`config.mk`:
```
export PLATFORM = sky130hd
export DESIGN_NAME = difftest_commit_fifo_flat
export DESIGN_NICKNAME = d
export VERILOG_FILES = /design/src/rtl/difftest_commit_fifo_if.sv /design/src/rtl/difftest_commit_fifo.sv /design/src/flat_wrapper.sv
export SDC_FILE = /design/constraint.sdc
export NUM_CORES = 1
export LEC_CHECK = 0
export ABC_AREA = 0
export BUFFER_PORTS_ARGS = -buffer_cell sky130_fd_sc_hd__buf_2
export CORE_ASPECT_RATIO = 1.2
export CORE_MARGIN = 5
export CORE_UTILIZATION = 53
export DETAILED_ROUTE_END_ITERATION = 10
export PLACE_DENSITY = 0.72
export RECOVER_POWER = 25
export SETUP_SLACK_MARGIN = 0.1
export SLEW_MARGIN = 0
export SYNTH_ARGS = -nofsm -noshare
export SYNTH_HDL_FRONTEND = slang
export SYNTH_SLANG_ARGS = --single-unit
```
`constraint.sdc`:
```
create_clock -name clk -period 11.4 [get_ports clk]
set_input_delay 0 -clock clk [delete_from_list [all_inputs] [get_ports clk]]
set_output_delay 0 -clock clk [all_outputs]
set_load 0.02 [all_outputs]
```
`src/rtl/difftest_commit_fifo_if.sv`:
```
// Commit-bundle sink / trace-drain bus for difftest_commit_fifo.
// NCPU_DIFFTEST_TSTAMP_EN adds the o_tstamp head field.
interface difftest_commit_fifo_if #(
    parameter int CONFIG_P_COMMIT_WIDTH = 1,
    parameter int CONFIG_DW             = 32,
    parameter int CONFIG_PC_W           = 30,
    parameter int CONFIG_INSN_DW        = 32,
    parameter int CONFIG_LRF_AW         = 5
);
    localparam int CW = 1 << CONFIG_P_COMMIT_WIDTH;

    // Commit side (cannot stall)
    logic [CW-1:0]                  i_valid;
    logic [CONFIG_PC_W*CW-1:0]      i_pc;
    logic [CONFIG_INSN_DW*CW-1:0]   i_insn;
    logic [CW-1:0]                  i_wen;
    logic [CONFIG_LRF_AW*CW-1:0]    i_wnum;
    logic [CONFIG_DW*CW-1:0]        i_wdata;
    logic                           i_excp;
    logic [7:0]                     i_excp_vect;

    // Drain side
    logic                           o_valid;
    logic                           o_ready;
    logic [CONFIG_PC_W-1:0]         o_pc;
    logic [CONFIG_INSN_DW-1:0]      o_insn;
    logic                           o_wen;
    logic [CONFIG_LRF_AW-1:0]       o_wnum;
    logic [CONFIG_DW-1:0]           o_wdata;
    logic                           o_excp;
    logic [7:0]                     o_excp_vect;
    logic [31:0]                    o_seq;
    logic                           o_overflow;
    logic [15:0]                    o_drop_cnt;
`ifdef NCPU_DIFFTEST_TSTAMP_EN
    logic [31:0]                    o_tstamp;
`endif

    modport master (
        output i_valid, i_pc, i_insn, i_wen, i_wnum, i_wdata, i_excp, i_excp_vect, o_ready,
        input  o_valid, o_pc, o_insn, o_wen, o_wnum, o_wdata, o_excp, o_excp_vect,
               o_seq, o_overflow, o_drop_cnt
`ifdef NCPU_DIFFTEST_TSTAMP_EN
        , input o_tstamp
`endif
    );

    modport slave (
        input  i_valid, i_pc, i_insn, i_wen, i_wnum, i_wdata, i_excp, i_excp_vect, o_ready,
        output o_valid, o_pc, o_insn, o_wen, o_wnum, o_wdata, o_excp, o_excp_vect,
               o_seq, o_overflow, o_drop_cnt
`ifdef NCPU_DIFFTEST_TSTAMP_EN
        , output o_tstamp
`endif
    );
endinterface

```
`src/rtl/difftest_commit_fifo.sv`:
```
// Elastic sink for the difftest commit bundle: compacts valid lanes into a circular
// buffer, drains one record per cycle (FWFT). NCPU_DIFFTEST_TSTAMP_EN adds push stamps.
module difftest_commit_fifo #(
    parameter int CONFIG_P_COMMIT_WIDTH = 1,
    parameter int CONFIG_DW             = 32,
    parameter int CONFIG_PC_W           = 30,
    parameter int CONFIG_INSN_DW        = 32,
    parameter int CONFIG_LRF_AW         = 5,
    parameter int CONFIG_P_FIFO_DEPTH   = 3
) (
    input logic                 clk,
    input logic                 rst,
    difftest_commit_fifo_if.slave io
);
    localparam int unsigned CW    = 1 << CONFIG_P_COMMIT_WIDTH;
    localparam int unsigned DEPTH = 1 << CONFIG_P_FIFO_DEPTH;
    localparam int unsigned PW    = CONFIG_P_FIFO_DEPTH;

    typedef logic [PW:0] ptr_t;

    logic [CONFIG_PC_W-1:0]    mem_pc    [DEPTH];
    logic [CONFIG_INSN_DW-1:0] mem_insn  [DEPTH];
    logic                      mem_wen   [DEPTH];
    logic [CONFIG_LRF_AW-1:0]  mem_wnum  [DEPTH];
    logic [CONFIG_DW-1:0]      mem_wdata [DEPTH];
    logic                      mem_excp  [DEPTH];
    logic [7:0]                mem_vect  [DEPTH];
`ifdef NCPU_DIFFTEST_TSTAMP_EN
    logic [31:0]               mem_ts    [DEPTH];
    logic [31:0]               cycle_cnt;
`endif

    ptr_t          wptr, rptr, count, free, n;
    logic [PW-1:0] slot [CW];
    logic [CW-1:0] lane_v;
    logic          accept, empty, pop;
    logic [PW-1:0] head_idx;
    logic [31:0]   seq;
    logic          overflow;
    logic [15:0]   drop_cnt;
    logic [16:0]   drop_sum;

    // An exception with no lane-0 commit still occupies lane 0 as a record.
    always_comb begin
        lane_v    = io.i_valid;
        lane_v[0] = io.i_valid[0] | io.i_excp;
        n         = '0;
        for (int unsigned k = 0; k < CW; k++) begin
            slot[k] = wptr[PW-1:0] + n[PW-1:0];
            n       = n + ptr_t'(lane_v[k]);
        end
    end

    // Space is judged on start-of-cycle occupancy; a same-cycle pop does not help.
    assign empty    = (wptr == rptr);
    assign count    = wptr - rptr;
    assign free     = ptr_t'(DEPTH) - count;
    assign accept   = (n <= free);
    assign pop      = !empty && io.o_ready;
    assign head_idx = rptr[PW-1:0];
    assign drop_sum = {1'b0, drop_cnt} + 17'(n);

    always_ff @(posedge clk) begin
        if (rst) begin
            wptr     <= '0;
            rptr     <= '0;
            seq      <= '0;
            overflow <= 1'b0;
            drop_cnt <= '0;
        end else begin
            if (accept) begin
                wptr <= wptr + n;
            end else begin
                overflow <= 1'b1;
                drop_cnt <= drop_sum[16] ? '1 : drop_sum[15:0];
            end
            if (pop) begin
                rptr <= rptr + ptr_t'(1);
                seq  <= seq + 32'd1;
            end
        end
    end

    always_ff @(posedge clk) begin
        for (int unsigned k = 0; k < CW; k++) begin
            if (accept && lane_v[k]) begin
                mem_pc[slot[k]]    <= io.i_pc[k*CONFIG_PC_W +: CONFIG_PC_W];
                mem_insn[slot[k]]  <= io.i_insn[k*CONFIG_INSN_DW +: CONFIG_INSN_DW];
                mem_wen[slot[k]]   <= io.i_wen[k] & io.i_valid[k];
                mem_wnum[slot[k]]  <= io.i_wnum[k*CONFIG_LRF_AW +: CONFIG_LRF_AW];
                mem_wdata[slot[k]] <= io.i_wdata[k*CONFIG_DW +: CONFIG_DW];
                mem_excp[slot[k]]  <= (k == 0) ? io.i_excp : 1'b0;
                mem_vect[slot[k]]  <= (k == 0) ? io.i_excp_vect : 8'h00;
`ifdef NCPU_DIFFTEST_TSTAMP_EN
                mem_ts[slot[k]]    <= cycle_cnt;
`endif
            end
        end
    end

`ifdef NCPU_DIFFTEST_TSTAMP_EN
    always_ff @(posedge clk) begin
        if (rst) cycle_cnt <= '0;
        else     cycle_cnt <= cycle_cnt + 32'd1;
    end

    assign io.o_tstamp = empty ? '0 : mem_ts[head_idx];
`endif

    assign io.o_valid     = !empty;
    assign io.o_pc        = empty ? '0 : mem_pc[head_idx];
    assign io.o_insn      = empty ? '0 : mem_insn[head_idx];
    assign io.o_wen       = empty ? 1'b0 : mem_wen[head_idx];
    assign io.o_wnum      = empty ? '0 : mem_wnum[head_idx];
    assign io.o_wdata     = empty ? '0 : mem_wdata[head_idx];
    assign io.o_excp      = empty ? 1'b0 : mem_excp[head_idx];
    assign io.o_excp_vect = empty ? '0 : mem_vect[head_idx];
    assign io.o_seq       = seq;
    assign io.o_overflow  = overflow;
    assign io.o_drop_cnt  = drop_cnt;
endmodule
```
`src/flat_wrapper.sv`:
```
// flat-port wrapper written by rule: the top's interface ports become plain ports
module difftest_commit_fifo_flat 
#(
    parameter int CONFIG_P_COMMIT_WIDTH = 1,
    parameter int CONFIG_DW             = 32,
    parameter int CONFIG_PC_W           = 30,
    parameter int CONFIG_INSN_DW        = 32,
    parameter int CONFIG_LRF_AW         = 5,
    parameter int CONFIG_P_FIFO_DEPTH   = 3
)
  (clk, rst, io_i_valid, io_i_pc, io_i_insn, io_i_wen, io_i_wnum, io_i_wdata, io_i_excp, io_i_excp_vect, io_o_ready, io_o_valid, io_o_pc, io_o_insn, io_o_wen, io_o_wnum, io_o_wdata, io_o_excp, io_o_excp_vect, io_o_seq, io_o_overflow, io_o_drop_cnt);
  difftest_commit_fifo_if #(.CONFIG_P_COMMIT_WIDTH(CONFIG_P_COMMIT_WIDTH), .CONFIG_DW(CONFIG_DW), .CONFIG_PC_W(CONFIG_PC_W), .CONFIG_INSN_DW(CONFIG_INSN_DW), .CONFIG_LRF_AW(CONFIG_LRF_AW)) io_i ();
  input logic clk;
  input logic rst;
  input wire logic [$bits(io_i.i_valid)-1:0] io_i_valid;
  input wire logic [$bits(io_i.i_pc)-1:0] io_i_pc;
  input wire logic [$bits(io_i.i_insn)-1:0] io_i_insn;
  input wire logic [$bits(io_i.i_wen)-1:0] io_i_wen;
  input wire logic [$bits(io_i.i_wnum)-1:0] io_i_wnum;
  input wire logic [$bits(io_i.i_wdata)-1:0] io_i_wdata;
  input wire logic [$bits(io_i.i_excp)-1:0] io_i_excp;
  input wire logic [$bits(io_i.i_excp_vect)-1:0] io_i_excp_vect;
  input wire logic [$bits(io_i.o_ready)-1:0] io_o_ready;
  output wire logic [$bits(io_i.o_valid)-1:0] io_o_valid;
  output wire logic [$bits(io_i.o_pc)-1:0] io_o_pc;
  output wire logic [$bits(io_i.o_insn)-1:0] io_o_insn;
  output wire logic [$bits(io_i.o_wen)-1:0] io_o_wen;
  output wire logic [$bits(io_i.o_wnum)-1:0] io_o_wnum;
  output wire logic [$bits(io_i.o_wdata)-1:0] io_o_wdata;
  output wire logic [$bits(io_i.o_excp)-1:0] io_o_excp;
  output wire logic [$bits(io_i.o_excp_vect)-1:0] io_o_excp_vect;
  output wire logic [$bits(io_i.o_seq)-1:0] io_o_seq;
  output wire logic [$bits(io_i.o_overflow)-1:0] io_o_overflow;
  output wire logic [$bits(io_i.o_drop_cnt)-1:0] io_o_drop_cnt;
  assign io_i.i_valid = io_i_valid;
  assign io_i.i_pc = io_i_pc;
  assign io_i.i_insn = io_i_insn;
  assign io_i.i_wen = io_i_wen;
  assign io_i.i_wnum = io_i_wnum;
  assign io_i.i_wdata = io_i_wdata;
  assign io_i.i_excp = io_i_excp;
  assign io_i.i_excp_vect = io_i_excp_vect;
  assign io_i.o_ready = io_o_ready;
  assign io_o_valid = io_i.o_valid;
  assign io_o_pc = io_i.o_pc;
  assign io_o_insn = io_i.o_insn;
  assign io_o_wen = io_i.o_wen;
  assign io_o_wnum = io_i.o_wnum;
  assign io_o_wdata = io_i.o_wdata;
  assign io_o_excp = io_i.o_excp;
  assign io_o_excp_vect = io_i.o_excp_vect;
  assign io_o_seq = io_i.o_seq;
  assign io_o_overflow = io_i.o_overflow;
  assign io_o_drop_cnt = io_i.o_drop_cnt;
  difftest_commit_fifo #(.CONFIG_P_COMMIT_WIDTH(CONFIG_P_COMMIT_WIDTH), .CONFIG_DW(CONFIG_DW), .CONFIG_PC_W(CONFIG_PC_W), .CONFIG_INSN_DW(CONFIG_INSN_DW), .CONFIG_LRF_AW(CONFIG_LRF_AW), .CONFIG_P_FIFO_DEPTH(CONFIG_P_FIFO_DEPTH)) u_core (.clk(clk), .rst(rst), .io(io_i));
endmodule
```
# --- After elaboration in Yosys (flattened, before gate mapping) ---
# Memories as Yosys holds them, arrays and structs flattened. A register that Yosys moved wholly into a read port is not among the register bits.
# Index checks and enable logic that the tools add are counted.
totals:
  register_bits: 57
  latchBits: 0
  ramBits: 872
  romBits: 0
  in_bits: 214
  out_inout_bits: 159
  elab_cells: 55
  n_memories: 7
op_classes:
  add_sub_neg: 8
  mul: 0
  div_mod_pow: 0
  magnitude_cmp: 1
  n_eq_ne: 1
  shift: 0
  muxes: 26
  bitwise_logic: 3
  reduce_logical: 4
memory_table:
  columns: ["name", "depth", "word_bits", "read_ports", "rd_ports_with_merged_regs", "wr", "line", "rtl"]
  rows:
  - ["u_core.mem_insn", 8, 32, 1, 1, 2, "difftest_commit_fifo.sv:22", "logic [CONFIG_INSN_DW-1:0] mem_insn [DEPTH];"]
  - ["u_core.mem_wdata", 8, 32, 1, 1, 2, "difftest_commit_fifo.sv:25", "logic [CONFIG_DW-1:0] mem_wdata [DEPTH];"]
  - ["u_core.mem_pc", 8, 30, 1, 1, 2, "difftest_commit_fifo.sv:21", "logic [CONFIG_PC_W-1:0] mem_pc [DEPTH];"]
  - ["u_core.mem_vect", 8, 8, 1, 1, 2, "difftest_commit_fifo.sv:27", "logic [7:0] mem_vect [DEPTH];"]
  - ["u_core.mem_wnum", 8, 5, 1, 1, 2, "difftest_commit_fifo.sv:24", "logic [CONFIG_LRF_AW-1:0] mem_wnum [DEPTH];"]
  - ["u_core.mem_excp", 8, 1, 1, 1, 2, "difftest_commit_fifo.sv:26", "logic mem_excp [DEPTH];"]
  - ["+1 memories", null, null, null, null, null, null, null]
ops:
  columns: ["op", "n"]
  rows:
  - ["32-bit 2-to-1 mux", 2]
  - ["3-bit 2-to-1 mux", 14]
  - ["32-bit by 1-bit adder with 32-bit output (second input constant)", 1]
  - ["30-bit 2-to-1 mux", 1]
  - ["16-bit by 4-bit adder with 17-bit output", 1]
  - ["16-bit 2-to-1 mux", 1]
  - ["8-bit 2-to-1 mux", 1]
  - ["1-bit 2-to-1 mux", 6]
  - ["5-bit 2-to-1 mux", 1]
  - ["4-bit by 1-bit adder with 4-bit output (second input constant)", 1]
  - ["4-bit adder", 1]
  - ["4-bit == test", 1]
  - ["4-bit <= comparator", 1]
  - ["4-bit subtractor", 1]
  - ["4-bit subtractor (first input constant)", 1]
  - ["3-bit by 1-bit adder with 3-bit output", 1]
  - ["1-bit logical AND", 3]
  - ["1-bit by 1-bit adder with 2-bit output", 1]
  - ["1-bit bitwise AND", 2]
  - ["1-bit zero test", 1]
  - ["1-bit bitwise OR", 1]

# --- Longest topological paths before layout ---
logic_depth:
  word_depth: 6
  mapped_depth: 13
  ltp_nobuf: 11

# --- Least setup slack after synthesis ---
# Ideal clock, no wire load.
synth_path:
  path_type: "reg2reg"
  startpoint: "register u_core.wptr[2]"
  endpoint: "memory u_core.mem_insn[0][0], enable pin"
  setup_time_ps: 928
  t_arrival_ps: 4507
  path_slack_ps: 5965
  stages_incl_launch_ff: 10
  n_path_buf: 1
  period_less_slack_ps: 5435
  path_cell_list: "dfxtp_1 clkbuf_1 inv_1 ha_1 inv_1 fa_1 xnor2_1 xor2_2 o311ai_1 nand2_1"
synth_lines:
  columns: ["item", "line", "rtl"]
  rows:
  - ["from (decl)", "difftest_commit_fifo.sv:33", "ptr_t wptr, rptr, count, free, n;"]
  - ["from (signal assigned)", "difftest_commit_fifo.sv:72", "wptr <= wptr + n;"]
  - ["to (decl)", "difftest_commit_fifo.sv:22", null]

==> summary.md <==
| Metric | Value |
|---|---|
| Status | finished with violations |
| Failing checks | capacitance limit, slew limit |
| Starting Density | 53.5% |
| Synth Area in XOR/XNOR | less than 1% |
| Ys flop type | edfxtp_1 |
| 1st-pass router iterations | 6 |
| Cell Pwr Density | between 200 and 300 nW/um^2 |
| Pins Over Slew Limit | 370 |
| Register area share after synthesis | just under 60% |
| Synthesis Warnings | 0 |
| Gr usage total | between 20% and 30% |
| Switch share | 36.0% |
| Combinational Power Share | roughly two fifths |
| Root Buffer | clkbuf_16 |
| Yosys cell types | between 50 and 60 |
| Final Critical Period | 8.87 ns |
| Seq pwr share | between 30% and 40% |
| Final hold violations | 0 |
| Clock latency at the later pin of the worst-skew pair | between 0.6 and 0.7 ns |
| # fillers | approximately 6300 |
| Layout cells sized above 1 | between 30% and 40% |
| Setup-failing EPs final | 0 |
| Worst Setup End Kind | register |
| Synth area leader | edfxtp_1 |
| Wire per inst | between 20 and 30 um |
| Clock network power share | a little over a fifth |
| Post-synth net total | 3114 |
| DIE AREA | 93300 sq um |
| TritonCTS Buffers | 95 |
| Compound-Gate Fraction of Synth Area | 1.23% |
| Largest family of logic cells by synthesized area | multiplexers |
| Area growth syn-to-layout | 19.0% |
| Most common library cells after synthesis | 800 x edfxtp_1, 705 x mux2_2, 218 x mux4_2, 218 x nor2_1, 165 x mux2i_1 |
| Post-synth top area share | about half |
| Post-Synthesis Cells | 2884 |
| Die X | between 200 and 300 um |
| Setup_tns | 0 ns |
| Initial antenna violation count | 23 |
| Final Util | 63.7% |
| GRT overflow | 0 |
| Sink Count | slightly above 900 |
| H-Tree Depth | 3 |
| Routability Congestion | between 0.8 and 0.9 |
| Largest cells by area after synthesis | edfxtp_1 52%, mux2_2 17%, mux4_2 11%, dfxtp_1 5.7%, mux2i_1 3.6% |
| Final wirelength | between 100 and 150 mm |
| CP Class | register to register |
| Synth Cell Area | between 40000 and 50000 sq um |
| Req. time, crit path | roughly 12 ns |
| Final period utilization | between 70% and 80% |
| Simple logic cell fraction of the synthesized area | between 3 and 4% |
| Async S/R FF share, synth | 0% |
| Vias in the first global route | 31598 |
| Pint | slightly below 0.009 W |
| Switching power of the nets | approximately 0.005 W |
| Cell with the most instances after synthesis | edfxtp_1 |
| CTS tree | yes |
| Peak fanout along the critical path | 51 |
| Max-cap violations | 8 |
| Leakage | 18.5 nW |
| Via count | just under 30000 |
| Arr. time, crit path | approximately 9 ns |
| Adder-cell share of the synthesized area | 0.449% |
| CP Launch Type | register |
| IO Count | 373 |
| Peak VDD IR | approximately 0.25 mV |
| Fmax achieved | roughly 110 MHz |
| Drt drc | 0 |
| Core area | 86400 sq um |
| Die height | between 300 and 400 um |
| Post_cts resized | 0 |
| Fin nets | about 3700 |
| HP Class | input pin to register |
| Clk pin slew, worst setup/hold paths | roughly 0.070 ns |
| Largest net degree at the start of global routing | 110 |
| Rows | between 100 and 150 |
| Mean post-synth cell area | roughly 16 sq um |
| Pwr Total | 0.0139 W |
| Clock Skew | ~0.036 ns |
| DRT antenna net count | 0 |
| DR iter-0 viols | 2478 |
| Port bufs | around 370 |
| Proportion of synthesized area in mux cells | between 30% and 40% |
| EDFF count, synth | 800 |
| Vias per cell | ~6.1 |
| Register bit total from synthesis | 932 |
| First-pass GRT wire length | 191 mm |
| DP HPWL | between 70 and 80 mm |
| Unrepaired setup endpoints after global routing | false |
| Clk buf depth | 3 |
| Slew @ Worst Pin | slightly above 5 ns |
| Max_slew headroom | -236% |
-- area by class of cell --
cell class | count | area, sq um | share of cell area, %
Sequential cell | 932 | 26700 | 48.5
Multi-Input combinational cell | 1728 | 18600 | 33.7
Timing Repair Buffer | 730 | 5170 | 9.39
Clock buffer | 131 | 2730 | 4.97
Tap cell | 1140 | 1430 | 2.59
Clock inverter | 42 | 299 | 0.544
Inverter | 27 | 101 | 0.184
Antenna cell | 18 | 45.0 | 0.0819
-- worst paths after layout --
| kind | from | endpoint | slack [ns] | depth (start not counted) |
|---|---|---|---|---|
| hold reg to reg | u_core.mem_vect[2][7] | u_core.mem_vect[2][7] | 0.45 | 2 |
| setup / recovery | u_core.wptr[1] | u_core.mem_insn[3][10] | 2.53 | 12 |
| hold / removal | io_i_valid[0] | u_core.mem_wen[2] | 0.14 | 3 |
| setup reg to reg | u_core.wptr[1] | u_core.mem_insn[3][10] | 2.53 | 12 |
-- flip-flops by register name, summed over array words and instances (netlist names), 8 cells and up, named ones only --
name,cells
u_core.mem_pc,240
u_core.io.o_seq,32
u_core.mem_insn,256
u_core.io.o_drop_cnt,16
u_core.mem_wen,8
u_core.mem_wnum,40
u_core.mem_excp,8
u_core.mem_wdata,256
u_core.mem_vect,64
-- logic make-up after synthesis --
kind of cell,count (synthesis)
adder cells (fa/ha/maj),16
multiplexers,1176
XOR/XNOR,38
buffers and inverters,224
AO/OA/AOI/OAI,87
flip-flops,932
AND/OR/NAND/NOR,411
-- power groups by stage --
stage / clock network (W) / logic [W] / registers, W
after global routing: 0.00326 / 0.00576 / 0.00549
after global placement: 0 / 0.00517 / 0.00537
after detailed placement: 0 / 0.00525 / 0.00545
after floorplan: 0 / 0.00351 / 0.00534
after CTS: 0.00311 / 0.00549 / 0.00538
final: 0.00307 / 0.00544 / 0.00541
-- critical path, stage by stage (launching register included) --
cell and delay (ns):
dfxtp_1 0.54, inv_1 0.18, ha_1 0.34, ha_1 0.14
inv_1 0.05, fa_1 0.42, xnor2_1 0.26, xor2_1 0.49
nor3_2 0.06, clkbuf_1 0.56, nor3_1 0.57, or2_0 3.63
buf_4 1.14
-- metrics by stage --
step	worst slack, ns	cells	hold slack, ns	instance area [sq um]
5_1_grt	2.13	4743	0.111	55000
3_3_place_gp	5.10	4245	0.308	49000
6_report	2.53	4748	0.140	55000
2_1_floorplan	5.96	2884	0.160	46200
4_1_cts	4.46	4730	0.0588	55200
3_5_place_dp	4.82	4245	0.325	49000
-- cells in the final DEF (no fill, tap or decap), types with 27 or more instances in the layout --
| master | instances |
|---|---|
| a21oi_1 | 34 |
| buf_2 | 242 |
| buf_4 | 37 |
| clkbuf_1 | 160 |
| clkbuf_16 | 103 |
| dfxtp_1 | 129 |
| dlygate4sd3_1 | 312 |
| edfxtp_1 | 800 |
| inv_1 | 27 |
| mux2_1 | 88 |
| mux2_2 | 705 |
| mux2i_1 | 165 |
| mux4_2 | 218 |
| nand2_1 | 67 |
| nor2_1 | 217 |
| xnor2_1 | 30 |
-- what timing repair did --
item,in CTS,in global routing
hold buffers,312,0
setup buffers,0,0
hold endpoints to repair,889,0
endpoints found under the setup margin,0,0
-- metal layers --
layer / up-vias / global-route usage [%] / part of all wire [%]
met5: - / 0 / 0.067
met4: 14 / 8.09 / 2.6
met3: 221 / 4.35 / 6.5
met2: 1115 / 46.5 / 52
met1: 15071 / 33.6 / 39
li1: 12666 / - / -
Power figures use the tool's default switching activity.
